<file path="src/rtl/accumulator_sequencer_pkg.sv">
// Shared constants for the accumulator CPU sequencer: opcodes, micro-step indices
// and the 15-strobe control word layout.
package accumulator_sequencer_pkg;

  localparam int OP_W   = 4;
  localparam int STEP_W = 3;
  localparam int CW_W   = 15;

  localparam logic [OP_W-1:0] OP_NOP = 4'h0;
  localparam logic [OP_W-1:0] OP_LDA = 4'h1;
  localparam logic [OP_W-1:0] OP_LDI = 4'h2;
  localparam logic [OP_W-1:0] OP_ADD = 4'h3;
  localparam logic [OP_W-1:0] OP_SUB = 4'h4;
  localparam logic [OP_W-1:0] OP_STA = 4'h5;
  localparam logic [OP_W-1:0] OP_JMP = 4'h6;
  localparam logic [OP_W-1:0] OP_OUT = 4'h7;
  localparam logic [OP_W-1:0] OP_HLT = 4'hF;

  localparam logic [STEP_W-1:0] T0 = 3'd0;
  localparam logic [STEP_W-1:0] T1 = 3'd1;
  localparam logic [STEP_W-1:0] T2 = 3'd2;
  localparam logic [STEP_W-1:0] T3 = 3'd3;
  localparam logic [STEP_W-1:0] T4 = 3'd4;

  // Field order fixes the bit index of each strobe: pc_out is bit 0, out_load bit 14.
  typedef struct packed {
    logic out_load;
    logic alu_sub;
    logic alu_out;
    logic b_load;
    logic a_out;
    logic load_immediate_a;
    logic load_a;
    logic ir_out;
    logic ir_load;
    logic ram_load;
    logic ram_out;
    logic mar_load;
    logic pc_load;
    logic pc_inc;
    logic pc_out;
  } ctrl_t;

endpackage

</file>
<file path="src/rtl/accumulator_sequencer_control_decoder.sv">
// Combinational map from (step, opcode) to control word, last-step and halt flags.
// Zero latency; no flow control.
module control_decoder
  import accumulator_sequencer_pkg::*;
#(
  parameter int OPW = 4
) (
  input  logic [STEP_W-1:0] step,
  input  logic [OPW-1:0]    ir_opcode,
  output logic [CW_W-1:0]   ctrl,
  output logic              last_step,
  output logic              is_halt
);

  ctrl_t c;

  assign ctrl = c;

  always_comb begin
    c         = '0;
    last_step = 1'b0;
    is_halt   = 1'b0;
    case (step)
      T0: begin
        c.pc_out   = 1'b1;
        c.mar_load = 1'b1;
      end
      T1: begin
        c.ram_out = 1'b1;
        c.ir_load = 1'b1;
        c.pc_inc  = 1'b1;
      end
      T2: begin
        case (ir_opcode)
          OP_LDA, OP_ADD, OP_SUB, OP_STA: begin
            c.ir_out   = 1'b1;
            c.mar_load = 1'b1;
          end
          OP_LDI: begin
            c.ir_out           = 1'b1;
            c.load_immediate_a = 1'b1;
            last_step          = 1'b1;
          end
          OP_JMP: begin
            c.ir_out  = 1'b1;
            c.pc_load = 1'b1;
            last_step = 1'b1;
          end
          OP_OUT: begin
            c.a_out    = 1'b1;
            c.out_load = 1'b1;
            last_step  = 1'b1;
          end
          OP_HLT: begin
            is_halt   = 1'b1;
            last_step = 1'b1;
          end
          default: last_step = 1'b1;
        endcase
      end
      T3: begin
        case (ir_opcode)
          OP_LDA: begin
            c.ram_out = 1'b1;
            c.load_a  = 1'b1;
            last_step = 1'b1;
          end
          OP_ADD, OP_SUB: begin
            c.ram_out = 1'b1;
            c.b_load  = 1'b1;
          end
          OP_STA: begin
            c.a_out    = 1'b1;
            c.ram_load = 1'b1;
            last_step  = 1'b1;
          end
          default: last_step = 1'b1;
        endcase
      end
      T4: begin
        // Only ADD/SUB reach T4; anything else retires defensively.
        last_step = 1'b1;
        if (ir_opcode == OP_ADD || ir_opcode == OP_SUB) begin
          c.alu_out = 1'b1;
          c.load_a  = 1'b1;
          c.alu_sub = (ir_opcode == OP_SUB);
        end
      end
      default: last_step = 1'b1;
    endcase
  end

endmodule

</file>
<file path="src/rtl/accumulator_sequencer.sv">
// Fetch/decode/execute micro-sequencer: step counter, HALT flag, run/reset gating.
// Strobes are combinational from current step; run only gates the start of a fetch at T0.
module accumulator_sequencer
  import accumulator_sequencer_pkg::*;
#(
  parameter int OPW   = 4,
  parameter int NSTEP = 5
) (
  input  logic           clk,
  input  logic           reset,
  input  logic           run,
  input  logic [OPW-1:0] ir_opcode,
  output logic           pc_out,
  output logic           pc_inc,
  output logic           pc_load,
  output logic           mar_load,
  output logic           ram_out,
  output logic           ram_load,
  output logic           ir_load,
  output logic           ir_out,
  output logic           load_a,
  output logic           load_immediate_a,
  output logic           a_out,
  output logic           b_load,
  output logic           alu_out,
  output logic           alu_sub,
  output logic           out_load,
  output logic           halted,
  output logic [2:0]     step
);

  localparam logic [STEP_W-1:0] LAST_T = STEP_W'(NSTEP - 1);

  logic [STEP_W-1:0] step_q;
  logic              halted_q;
  logic [CW_W-1:0]   dec_cw;
  logic              last_step;
  logic              is_halt;
  logic              idle;
  logic              gate;
  ctrl_t             cw;

  control_decoder #(.OPW(OPW)) u_decoder (
    .step      (step_q),
    .ir_opcode (ir_opcode),
    .ctrl      (dec_cw),
    .last_step (last_step),
    .is_halt   (is_halt)
  );

  assign idle = (step_q == T0) && !run;
  assign gate = reset || halted_q || idle;
  assign cw   = gate ? '0 : ctrl_t'(dec_cw);

  always_ff @(posedge clk) begin
    if (reset) begin
      step_q   <= T0;
      halted_q <= 1'b0;
    end else if (halted_q || idle) begin
      step_q <= T0;
    end else if (last_step || step_q >= LAST_T) begin
      step_q <= T0;
      if (is_halt) halted_q <= 1'b1;
    end else begin
      step_q <= step_q + 3'd1;
    end
  end

  assign pc_out           = cw.pc_out;
  assign pc_inc           = cw.pc_inc;
  assign pc_load          = cw.pc_load;
  assign mar_load         = cw.mar_load;
  assign ram_out          = cw.ram_out;
  assign ram_load         = cw.ram_load;
  assign ir_load          = cw.ir_load;
  assign ir_out           = cw.ir_out;
  assign load_a           = cw.load_a;
  assign load_immediate_a = cw.load_immediate_a;
  assign a_out            = cw.a_out;
  assign b_load           = cw.b_load;
  assign alu_out          = cw.alu_out;
  assign alu_sub          = cw.alu_sub;
  assign out_load         = cw.out_load;
  assign halted           = halted_q;
  assign step             = step_q;

  a_one_driver: assert property (@(posedge clk)
    $onehot0({pc_out, ram_out, ir_out, a_out, alu_out}));
  a_one_a_load: assert property (@(posedge clk) !(load_a && load_immediate_a));
  a_step_range: assert property (@(posedge clk) disable iff (reset) step_q <= T4);

endmodule

</file>
<file path="config.mk">
export PLATFORM = sky130hd
export DESIGN_NAME = accumulator_sequencer
export DESIGN_NICKNAME = d
export VERILOG_FILES = /design/src/rtl/accumulator_sequencer_pkg.sv /design/src/rtl/accumulator_sequencer_control_decoder.sv /design/src/rtl/accumulator_sequencer.sv
export SDC_FILE = /design/constraint.sdc
export NUM_CORES = 1
export LEC_CHECK = 0
export ABC_CLOCK_PERIOD_IN_PS = 2400
export CAP_MARGIN = 20
export CORE_AREA = 2 2 39 41
export DETAILED_ROUTE_END_ITERATION = 8
export DIE_AREA = 0 0 41 43
export PLACE_DENSITY = 0.79
export SLEW_MARGIN = 25
export SYNTH_ARGS = -nofsm -noshare
export SYNTH_HDL_FRONTEND = slang
export SYNTH_SLANG_ARGS = --single-unit
</file>
<file path="constraint.sdc">
create_clock -name clk -period 2.4 [get_ports clk]
set_input_delay 0.48 -clock clk [delete_from_list [all_inputs] [get_ports clk]]
set_output_delay 0.48 -clock clk [all_outputs]
set_load 0.02 [all_outputs]
</file>
==> summary.md <==
The met1 global-route usage is 0.272, and the proportion of synthesized flip-flops having asynchronous set or reset is 0. Ranked by total cell area, the synthesized netlist is headed by sky130_fd_sc_hd__dfxtp_1 (15%), sky130_fd_sc_hd__ha_1 (12%), sky130_fd_sc_hd__inv_1 (5.7%). The floorplan step set the die width to 41 µm. The flip-flop and latch count after synthesis was 4; the logic depth of the worst register-to-register path was 7. The run gives 0 as the number of pins exceeding their max-slew limit in the final report.

In the synthesized netlist the dominant register cell turns out to be sky130_fd_sc_hd__dfxtp_1. The logs give 0.702 for the utilization after layout and 0.23 ns for the clock latency at the later pin of the worst-skew pair. After detailed routing, the average wire length per cell comes to 12.5 µm.

The number of instances in the synthesized netlist is 69, and the initial cell density of the core is 0.380. STA puts the critical path data arrival time at 1.87 ns. The run gives 526 µm² as the post-synthesis instance area.

The multiplexer fraction of the synthesized cell area is 0, and the met2 demand-to-capacity share in global routing is 0.344. For the worst max-slew margin expressed relative to the limit, the log shows 0.747. The global-route wire length before repair is 2620 µm. The final hold violation count is 0, and the share of the synthesized netlist area taken by xor and xnor gates is 0. Timing analysis after detailed placement gives a worst setup slack of -0.500 ns. Cell with the biggest individual delay on the critical path: sky130_fd_sc_hd__clkdlybuf4s50_1. The dominant combinational cell family by area after synthesis is simple AND/OR/NAND/NOR gates.

Total congestion overflow after global routing: 0. The total area inside the core boundary comes to 1380 µm². The run gives 1.92 ns as the required time of the critical path.

The run gives 0 as the count of nets left with antenna violations after detail routing. The logs give 0.933 for the routability congestion estimate and 650 for the number of global-route vias before repair. The longest individual stage delay on the worst path works out to 0.45 ns. The synthesized design spends more area on one cell type than any other, namely sky130_fd_sc_hd__dfxtp_1. In this run the static leakage power is 0.000486 µW. The global-route layer with the greatest usage was met2. In the routed layout, each cell is associated on average with a via count of 5.31. The post-DP HPWL was 1350 µm; the final clock period utilization by the worst path was 0.979. The detailed router placed 711 vias in this run.

The tools report the capturing element type of the critical path as a primary output. In this run, distinct cell masters in the synthesized netlist total 33. Most frequent cell on the critical path: sky130_fd_sc_hd__buf_4. After layout, the worst setup slack is 0.0499 ns.

CTS H-tree depth: 1. The filler cell count in the final layout came out at 115. The run finished with clean final reports. The register area share after synthesis was 0.152; the power density normalized to cell area was 597 nW/µm². The final critical-path required period works out to 2.35 ns.

The run gives 0.211 as the global routing usage summed across all routing layers. The cell count of the worst hold path came out at 1. The met3 usage is 0.0105, and the max capacitance violation total is 0. Of all nets on the critical path, the largest fanout is 4.

The share of the synthesized area in compound gates (AO/OA/AOI/OAI) is 0.195. The critical path is of the in -> out type. The tightest min-delay check is of the reg -> reg type.

The quantity of I/O buffers inserted on ports was 25. The worst slack on hold paths is 0.495 ns. The top-level port count was 26. STA classifies the critical path startpoint as a primary input. The adder and majority gate portion of the synthesized area came out at 0.119. The share of the synthesized area in the top cell type came out at 0.152.

The number of placed instances, taps included, is 129. The number of nets in the final layout was 132; the final non-filler cell total was 134. The clock drives 4 sinks. The tools report the synthesized net count as 81. TritonCTS built the clock tree. Entering global routing, the biggest net connects 11 pins. No sink is reached through more buffers than the 2 on the longest clock path. The remaining routing DRC violations came out at 0. The pre-antenna-repair detailed-routing pass consisted of 4 iterations. Summed over all layers, the routed wires come to 1680 µm. The tools report the number of warnings printed during yosys synthesis as 0. The number of clock buffers added by TritonCTS is 3. The area overhead of the layout relative to synthesis was 84.8%. In this run the core area contains 14 standard-cell rows.

The run gives 9 as the DRC violation total after the first TritonRoute iteration. The critical path goes through clkdlybuf4s50_1, nand2b_1, buf_4, nand4_1, a211oi_2, buf_4. The worst-case IR drop observed on VDD is 0.510 mV. Initial antenna violation count: 0. The root buffer cell chosen for the clock tree is sky130_fd_sc_hd__clkbuf_4. The number of synthesized flops with an enable pin came out at 0. Grouping stages by cell kind, the critical path spends the most delay in buffers and inverters. After synthesis, the mean cell area works out to 7.62 µm². The die is 43 µm tall. The number of antenna diodes is 0. The run gives 1760 µm² as the area enclosed by the die boundary. The fraction of layout cells with a size suffix above 1 was 0.407; the final setup skew was 0.000643 ns. Together, buffers and inverters on the worst path number 3.

The fmax was 426 MHz; the basic-gate share of the synthesized area counting and, or, nand and nor cells was 0.424. The critical path runs through a total of 6 cells. The worst-margin pin slew came out at 0.377 ns. The clock-pin transition on the worst setup and hold timing paths came out at 0.03 ns.

After clock tree synthesis, the flow added hold-fix buffers numbering 0. The count of endpoints failing setup in the final report is 0.
-- power breakdown --
group / leakage, µW / switching (µW) / internal [µW]
logic: 0.000440 / 207 / 196
clock network: 0.0000138 / 26.9 / 55.9
registers: 0.0000325 / 13.0 / 80.7
total: 0.000486 / 247 / 333
-- synth_stat cells, types with 2 or more instances --
master / n
sky130_fd_sc_hd__nand3_1: 2
sky130_fd_sc_hd__nor4_1: 3
sky130_fd_sc_hd__nor2_1: 6
sky130_fd_sc_hd__ha_1: 5
sky130_fd_sc_hd__nand2_1: 3
sky130_fd_sc_hd__o211ai_1: 2
sky130_fd_sc_hd__nor3_1: 5
sky130_fd_sc_hd__nor4b_1: 2
sky130_fd_sc_hd__inv_1: 8
sky130_fd_sc_hd__dfxtp_1: 4
sky130_fd_sc_hd__nand2b_1: 4
sky130_fd_sc_hd__a21oi_1: 2
sky130_fd_sc_hd__nand4_1: 2
sky130_fd_sc_hd__o2111ai_1: 2
-- flip-flops by register name, summed over array words and instances, names as in the netlist --
register,flops
step,3
halted,1
-- cell usage in the layout, fill, tap and decap left out --
| master | count |
|---|---|
| sky130_fd_sc_hd__a211o_1 | 1 |
| sky130_fd_sc_hd__a211oi_2 | 2 |
| sky130_fd_sc_hd__a21boi_0 | 1 |
| sky130_fd_sc_hd__a21oi_1 | 2 |
| sky130_fd_sc_hd__a31oi_1 | 1 |
| sky130_fd_sc_hd__a41oi_1 | 1 |
| sky130_fd_sc_hd__and2_1 | 1 |
| sky130_fd_sc_hd__and3_1 | 1 |
| sky130_fd_sc_hd__and4_1 | 1 |
| sky130_fd_sc_hd__and4bb_1 | 1 |
| sky130_fd_sc_hd__buf_2 | 5 |
| sky130_fd_sc_hd__buf_4 | 29 |
| sky130_fd_sc_hd__clkbuf_2 | 2 |
| sky130_fd_sc_hd__clkbuf_4 | 3 |
| sky130_fd_sc_hd__clkdlybuf4s15_2 | 1 |
| sky130_fd_sc_hd__clkdlybuf4s50_1 | 6 |
| sky130_fd_sc_hd__dfxtp_1 | 4 |
| sky130_fd_sc_hd__dlygate4sd2_1 | 3 |
| sky130_fd_sc_hd__dlymetal6s2s_1 | 4 |
| sky130_fd_sc_hd__ha_1 | 5 |
| sky130_fd_sc_hd__inv_1 | 8 |
| sky130_fd_sc_hd__nand2_1 | 3 |
| sky130_fd_sc_hd__nand2b_1 | 4 |
| sky130_fd_sc_hd__nand3_1 | 1 |
| sky130_fd_sc_hd__nand3_2 | 1 |
| sky130_fd_sc_hd__nand4_1 | 2 |
| sky130_fd_sc_hd__nor2_1 | 6 |
| sky130_fd_sc_hd__nor3_1 | 5 |
| sky130_fd_sc_hd__nor4_1 | 3 |
| sky130_fd_sc_hd__nor4b_1 | 1 |
| sky130_fd_sc_hd__nor4b_2 | 1 |
| sky130_fd_sc_hd__nor4b_4 | 1 |
| sky130_fd_sc_hd__o2111ai_1 | 1 |
| sky130_fd_sc_hd__o2111ai_2 | 1 |
| sky130_fd_sc_hd__o211ai_1 | 2 |
| sky130_fd_sc_hd__o41ai_2 | 1 |
| sky130_fd_sc_hd__or2_2 | 1 |
| sky130_fd_sc_hd__or3b_1 | 1 |
| sky130_fd_sc_hd__or4_1 | 1 |
-- logic make-up after synthesis --
family          Yosys count
compound gates           13
fa+ha+maj                 5
buf+inv                  12
flops                     4
simple gates             35
-- worst reg2reg max path, delay by kind of cell, from the launching register on --
| family | cells | cell delay [ns] |
|---|---|---|
| AND/OR/NAND/NOR | 3 | 0.63 |
| buffers and inverters | 3 | 0.36 |
| adder cells (fa/ha/maj) | 1 | 0.20 |
| flip-flops | 1 | 0.36 |
-- repair_timing --
item	CTS	global route
pin swaps	1	3
buffers inserted	1	1
endpoints found under the setup margin	15	14
resized for setup	52	15
-- per-layer routing --
metal  share of wire  wire length, µm
met3           0.054               90
met2            0.51              850
met1            0.43              715
met5               0                0
met4           0.015               25
-- final timing paths --
kind                       from            endpoint  slack (ns)
max reg2reg  step[0]$_SDFF_PP0_  step[0]$_SDFF_PP0_        0.70
min reg2reg  step[0]$_SDFF_PP0_  step[0]$_SDFF_PP0_        0.49
min          step[0]$_SDFF_PP0_  step[0]$_SDFF_PP0_        0.49
max                         run               a_out        0.05
-- final cells by class --
cell class	instances	area, µm²	share of cell area
clock buffers	3	22.5	0.0232
well taps	16	20.0	0.0206
repair buffers	50	400	0.412
flip-flops and latches	4	80.1	0.0825
multi-input cells	53	418	0.430
inverters	8	30.0	0.0309
-- through the flow --
step / power (µW) / instance area (µm²) / setup TNS [ns]
6_report: 579 / 971 / 0
3_5_place_dp: 499 / 955 / -5.15
4_1_cts: 580 / 967 / -0.0807
2_1_floorplan: 297 / 539 / 0
5_1_grt: 621 / 971 / -0.00408
3_3_place_gp: 492 / 955 / -4.89
Note: power is estimated with default switching activity, not from simulation.
